<file path="config.mk">
export PLATFORM = sky130hd
export DESIGN_NAME = point8_ifft
export DESIGN_NICKNAME = d
export VERILOG_FILES = /design/src/rtl/point8_ifft_pkg.sv /design/src/rtl/ifft_butterfly.sv /design/src/rtl/point8_ifft.sv
export SDC_FILE = /design/constraint.sdc
export NUM_CORES = 1
export LEC_CHECK = 0
export BUFFER_PORTS_ARGS = -buffer_cell sky130_fd_sc_hd__buf_2
export CORE_ASPECT_RATIO = 0.75
export CORE_MARGIN = 5
export CORE_UTILIZATION = 45
export DETAILED_ROUTE_END_ITERATION = 7
export GPL_TIMING_DRIVEN = 0
export PLACE_DENSITY = 0.6
export SYNTH_ARGS = -nofsm -noshare
export SYNTH_HDL_FRONTEND = slang
export SYNTH_SLANG_ARGS = --single-unit
</file>
<file path="constraint.sdc">
create_clock -name clk -period 10.02 [get_ports clk]
set_input_delay 0.501 -clock clk [delete_from_list [all_inputs] [get_ports clk]]
set_output_delay 0.501 -clock clk [all_outputs]
set_load 0.01 [all_outputs]
</file>
<file path="src/rtl/point8_ifft_pkg.sv">
// Shared constants, FSM state type and helpers for point8_ifft.
// Exports TW_C/TW_FRAC twiddle scaling, state_t, bitrev3(), sat().
package point8_ifft_pkg;

    localparam int TW_C    = 181;
    localparam int TW_FRAC = 8;

    typedef enum logic [1:0] {
        LOAD,
        COMPUTE,
        UNLOAD
    } state_t;

    function automatic logic [2:0] bitrev3(input logic [2:0] i);
        return {i[0], i[1], i[2]};
    endfunction

    // Clamp v into the signed (n+1)-bit range.
    function automatic int sat(input int v, input int n);
        int hi;
        int lo;
        hi = (1 << n) - 1;
        lo = -(1 << n);
        if (v > hi) return hi;
        if (v < lo) return lo;
        return v;
    endfunction

endpackage

</file>
<file path="src/rtl/ifft_butterfly.sv">
// Combinational radix-2 inverse butterfly with 1/2 scaling.
// In: a, b (IW-bit complex), k (twiddle index). Out: y0=(a+bW)/2, y1=(a-bW)/2.
module ifft_butterfly
    import point8_ifft_pkg::*;
#(
    parameter int IW = 11
) (
    input  logic signed [IW-1:0] a_re,
    input  logic signed [IW-1:0] a_im,
    input  logic signed [IW-1:0] b_re,
    input  logic signed [IW-1:0] b_im,
    input  logic        [1:0]    k,
    output logic signed [IW-1:0] y0_re,
    output logic signed [IW-1:0] y0_im,
    output logic signed [IW-1:0] y1_re,
    output logic signed [IW-1:0] y1_im
);

    // Wide enough for an IW-bit operand times TW_C plus a sum.
    localparam int W = IW + 10;

    logic signed [W-1:0] ar;
    logic signed [W-1:0] ai;
    logic signed [W-1:0] br;
    logic signed [W-1:0] bi;
    logic signed [W-1:0] c;
    logic signed [W-1:0] tr;
    logic signed [W-1:0] ti;

    assign ar = W'(a_re);
    assign ai = W'(a_im);
    assign br = W'(b_re);
    assign bi = W'(b_im);
    assign c  = W'(TW_C);

    // W8^-k: k0=1, k1=C+jC, k2=j (exact), k3=-C+jC.
    always_comb begin
        tr = br;
        ti = bi;
        unique case (k)
            2'd0: begin
                tr = br;
                ti = bi;
            end
            2'd1: begin
                tr = (br * c - bi * c) >>> TW_FRAC;
                ti = (br * c + bi * c) >>> TW_FRAC;
            end
            2'd2: begin
                tr = -bi;
                ti = br;
            end
            2'd3: begin
                tr = (-(br * c) - bi * c) >>> TW_FRAC;
                ti = (br * c - bi * c) >>> TW_FRAC;
            end
        endcase
    end

    assign y0_re = IW'((ar + tr) >>> 1);
    assign y0_im = IW'((ai + ti) >>> 1);
    assign y1_re = IW'((ar - tr) >>> 1);
    assign y1_im = IW'((ai - ti) >>> 1);

endmodule

</file>
<file path="src/rtl/point8_ifft.sv">
// Sequential 8-point radix-2 DIT inverse FFT with built-in 1/8 scaling.
// Ports: clk, rst; in_valid/in_ready/in_re/in_im (bins k=0..7);
// out_valid/out_ready/out_re/out_im/out_last (samples n=0..7); busy.
module point8_ifft
    import point8_ifft_pkg::*;
#(
    parameter int N  = 8,
    parameter int IW = N + 3
) (
    input  logic                clk,
    input  logic                rst,
    input  logic                in_valid,
    output logic                in_ready,
    input  logic signed [N:0]   in_re,
    input  logic signed [N:0]   in_im,
    output logic                out_valid,
    input  logic                out_ready,
    output logic signed [N:0]   out_re,
    output logic signed [N:0]   out_im,
    output logic                out_last,
    output logic                busy
);

    state_t              state;
    logic [2:0]          cnt;
    logic [1:0]          stage;
    logic [1:0]          bfly;
    logic [2:0]          top;
    logic [2:0]          bot;
    logic [1:0]          tw;
    logic signed [IW-1:0] bank_re [8];
    logic signed [IW-1:0] bank_im [8];
    logic signed [IW-1:0] y0_re;
    logic signed [IW-1:0] y0_im;
    logic signed [IW-1:0] y1_re;
    logic signed [IW-1:0] y1_im;

    // Butterfly addressing per stage: span 1, 2, 4.
    always_comb begin
        top = '0;
        bot = '0;
        tw  = '0;
        unique case (stage)
            2'd0: begin
                top = {bfly, 1'b0};
                bot = {bfly, 1'b1};
                tw  = 2'd0;
            end
            2'd1: begin
                top = {bfly[1], 1'b0, bfly[0]};
                bot = {bfly[1], 1'b1, bfly[0]};
                tw  = {bfly[0], 1'b0};
            end
            default: begin
                top = {1'b0, bfly};
                bot = {1'b1, bfly};
                tw  = bfly;
            end
        endcase
    end

    ifft_butterfly #(.IW(IW)) u_bfly (
        .a_re  (bank_re[top]),
        .a_im  (bank_im[top]),
        .b_re  (bank_re[bot]),
        .b_im  (bank_im[bot]),
        .k     (tw),
        .y0_re (y0_re),
        .y0_im (y0_im),
        .y1_re (y1_re),
        .y1_im (y1_im)
    );

    always_ff @(posedge clk) begin
        if (rst) begin
            state <= LOAD;
            cnt   <= '0;
            stage <= '0;
            bfly  <= '0;
            for (int i = 0; i < 8; i++) begin
                bank_re[i] <= '0;
                bank_im[i] <= '0;
            end
        end else begin
            unique case (state)
                LOAD: begin
                    if (in_valid) begin
                        bank_re[bitrev3(cnt)] <= IW'(in_re);
                        bank_im[bitrev3(cnt)] <= IW'(in_im);
                        cnt <= cnt + 3'd1;
                        if (cnt == 3'd7) state <= COMPUTE;
                    end
                end
                COMPUTE: begin
                    bank_re[top] <= y0_re;
                    bank_im[top] <= y0_im;
                    bank_re[bot] <= y1_re;
                    bank_im[bot] <= y1_im;
                    bfly <= bfly + 2'd1;
                    if (bfly == 2'd3) begin
                        if (stage == 2'd2) begin
                            stage <= '0;
                            state <= UNLOAD;
                        end else begin
                            stage <= stage + 2'd1;
                        end
                    end
                end
                UNLOAD: begin
                    if (out_ready) begin
                        cnt <= cnt + 3'd1;
                        if (cnt == 3'd7) state <= LOAD;
                    end
                end
                default: state <= LOAD;
            endcase
        end
    end

    assign in_ready  = (state == LOAD);
    assign out_valid = (state == UNLOAD);
    assign busy      = (state != LOAD);
    assign out_last  = out_valid && (cnt == 3'd7);

    always_comb begin
        out_re = '0;
        out_im = '0;
        if (out_valid) begin
            out_re = (N + 1)'(sat(int'(bank_re[cnt]), N));
            out_im = (N + 1)'(sat(int'(bank_im[cnt]), N));
        end
    end

endmodule

</file>
==> results by group <==
Yosys
  • Post-synth ARST share: 0%
  • Most common flop cell mapped by yosys: edfxtp_1
  • Netlist Area Pre-Place: about 21000 um2
  • Top post-synthesis cells by area: edfxtp_1, ha_1, mux4_2
  • Mux share of post-synthesis cell area: a little under an eighth
  • Yosys warnings: 0
  • Post-synthesis adder-cell area fraction: 18.79%
  • Synthesized area per cell: 9.377 um2
  • Post-synth top area cell: edfxtp_1
  • Synth Area in Compound Gates: 18.84%
  • Post-Synthesis Cells: 2208
  • Main combinational cell family by area after synthesis: compound AO/OA/AOI/OAI gates
  • Share of the synthesized area in the top cell type: 25.53%
  • Synth Register Bits: ~190
  • Post-Syn Nets: ~2.5k
  • Post-Synth XOR/XNOR Area: 5.185%
  • Synth unique cells: a little under 100
  • Sequential area share after synthesis: approximately a quarter
  • Simple-gate portion of the synthesized area: between 10% and 20%
  • Post-synth EDFFs: 176

Die
  • Initial core utilization: 45.23%
  • Die area: 50440 um2
  • I/O Pins: 44
  • Chip height: 195.8 um
  • Die width: between 200 and 300 um
  • # rows: a little under 70
  • Core footprint: 45770 um2

Route
  • ANT nets after route: 0
  • Post-route DRC violation count: 0
  • Via density: 6.668
  • Initial DRC count: 3210
  • DRT Pass-1 Iters: 7
  • DR WL/cell: 29.71 um
  • Final WL: 87880 um
  • Via count: 19.73k

STA
  • Shortest period the worst path allows: approximately 10 ns
  • Final Skew: 0.01343 ns
  • Slew headroom: 3.134%
  • Worst Max-Slew Pin Slew: roughly 1.5 ns
  • Final hold viol count: 0
  • Max-slew violation count: 0
  • Final period util: 98.53%
  • F_max: roughly 100 MHz
  • Final setup viols: 0

Finish
  • Multi-input logic area: 15030 um2
  • Reg area: 5530 um2
  • Post-Route Utilization: 53.51%
  • Share of layout cells above drive strength 1: 22.79%
  • Fillers: 4162
  • Final #Nets: 2648
  • Synthesis-to-layout area growth: 18.31%
  • Non-Filler Instances: ~3.0k

CTS
  • Post-CTS Hold Fix Bufs: 0
  • Sink Count: 188
  • Clk slew on worst S/H paths: 0.08 ns
  • CTS tree: done
  • Clk_lat worst skew: 0.47 ns
  • Root Driver: clkbuf_16
  • H-tree Lvls: 4
  • Total CTS buffers: 17
  • Clock buffer depth: 2

Outcome
  • Status: finished, final reports clean

Worst setup path
  • Crit path kind: reg -> reg
  • Most frequent CP cell: inv_1
  • Worst setup SP type: register
  • CP Data Arrival Time: 10.04 ns
  • Crit path largest cell delay: approximately 0.53 ns
  • Critical Path Fanout Max: 10
  • Crit. End Element: register
  • CP max stage cell: fa_1
  • CP required: ~10 ns

GRT
  • Largest net degree at the start of global routing: 23
  • Initial antenna violation count: 2
  • Global Route Usage Sum: 33.45%
  • Vias in the first global route: 18.45k
  • Global-route wire length before repair: 124700 um
  • Overflow after GRT: 0

Worst hold path
  • Worst Hold Class: in -> reg

Power and ir drop
  • Final Power: 0.005102 W
  • Pwr dens: 208.3 nW/um2
  • Static leakage: 9.982 nW
  • Peak VDD IR: between 0.2 and 0.25 mV

Place
  • Detailed placer's ending HPWL: roughly 66000 um
  • Dpl cells: 2862
  • PortBufs: between 40 and 50
  • Routability Congestion: 1.053

Job
  • Maxcap violations: 0
## state kept, by name, indices dropped and copies added (netlist names), named ones only
signal	count
bank_im	88
bank_re	88
bfly	2
cnt	3
stage	2
state	2
## metal layers
metal	vias to the layer above	GRT usage (%)	share of wire, %
met5	-	0	0.0068
met4	2	10.91	3.9
met1	9579	48.67	41
met2	1554	44.68	39
met3	233	14.13	17
li1	8357	-	-
## area by class of cell
| type | count | area share, % |
|---|---|---|
| buffer | 119 | 2.549 |
| clock inverter | 14 | 0.7202 |
| inverter | 244 | 3.826 |
| antenna | 2 | 0.02043 |
| sequential | 188 | 22.58 |
| tap | 595 | 3.039 |
| clock buffer | 18 | 1.752 |
| timing repair buffer | 130 | 4.158 |
| multi-input combinational | 1648 | 61.36 |
## layout by cell type, fill, tap and decap left out, types with 28 or more instances in the layout
master	netlist	final
nand3_1	33	33
a21oi_2	5	34
mux4_2	86	86
nor2_1	183	170
o21ai_0	59	49
inv_1	243	230
ha_1	223	194
clkbuf_1	96	68
o22ai_1	171	169
fa_1	55	54
buf_4	1	74
o21bai_1	32	28
nand2_1	165	159
edfxtp_1	176	176
buf_2	9	51
xnor2_1	78	60
a21oi_1	141	104
## final timing paths
check,cells past startpoint,slack [ns],endpoint,startpoint
max reg2reg,41,0.15,bank_re[2][10],bfly[1]
max,41,0.15,bank_re[2][10],bfly[1]
min reg2reg,2,0.58,cnt[2],cnt[2]
min,3,0.44,bank_im[0][7],in_im[7]
## per-stage QoR
| step | TNS [ns] | hold slack (ns) | instance area, um2 | worst slack [ns] |
|---|---|---|---|---|
| after floorplan | 0 | 0.5212 | 20700 | 0.2302 |
| after global placement | -566.26 | 0.5575 | 21660 | -4.006 |
| after detailed placement | -429.43 | 0.5655 | 21890 | -3.304 |
| after CTS | 0 | 0.4413 | 23490 | 0.001863 |
| after global routing | -0.2587 | 0.4720 | 24490 | -0.04069 |
| final | 0 | 0.4380 | 24490 | 0.1472 |
## kinds of logic (layout without fill, tap and decap cells)
logic type	Yosys count	count (layout)
DFF	188	188
xor gates and xnor gates	117	117
AOI/OAI and AO/OA	592	592
and+or+nand+nor	529	529
buffers and inverters	372	525
adders and majority gates	278	278
other	0	2
muxes	132	132
## synth_stat cells (5+ instances only)
cell type,instances
a211oi_1,12
a21o_1,24
a21oi_1,141
a21oi_2,5
a22oi_1,9
a311oi_1,5
a31oi_1,12
and2_1,12
and3_1,7
buf_1,18
buf_2,9
clkbuf_1,96
dfxtp_1,12
edfxtp_1,176
fa_1,55
ha_1,223
inv_1,243
mux2_2,24
mux2i_1,18
mux4_2,86
nand2_1,165
nand2b_1,20
nand3_1,33
nand3b_1,10
nand4_1,11
nor2_1,183
nor2b_1,20
nor3_1,25
o211ai_1,15
o21a_1,20
o21ai_0,59
o21ai_1,8
o21bai_1,32
o221ai_1,10
o22ai_1,171
o31ai_1,5
o32ai_1,9
or2_2,10
or3_1,7
xnor2_1,78
xor2_1,34
## worst max-delay path: cells and delay by family (launching register included)
family	cells	cell delay, ns
xor gates and xnor gates	2	0.44
and+or+nand+nor	4	0.89
adders and majority gates	8	3.02
DFF	1	0.35
AOI/OAI and AO/OA	14	2.89
buffers and inverters	13	1.94
## timing repair
action	in CTS	in global routing
cloned	0	0
hold endpoints to repair	0	0
gates resized for setup	175	158
pin swaps	32	50
buffers inserted	37	34
setup endpoints to repair	176	136
## power by group
group          internal, W  total (W)  leakage [nW]  switching, W
logic              0.00141    0.00343          7.77       0.00202
clock network     0.000414   0.000745         0.284      0.000331
registers         0.000895   0.000928          1.92     0.0000323
Power figures use the tool's default switching activity.
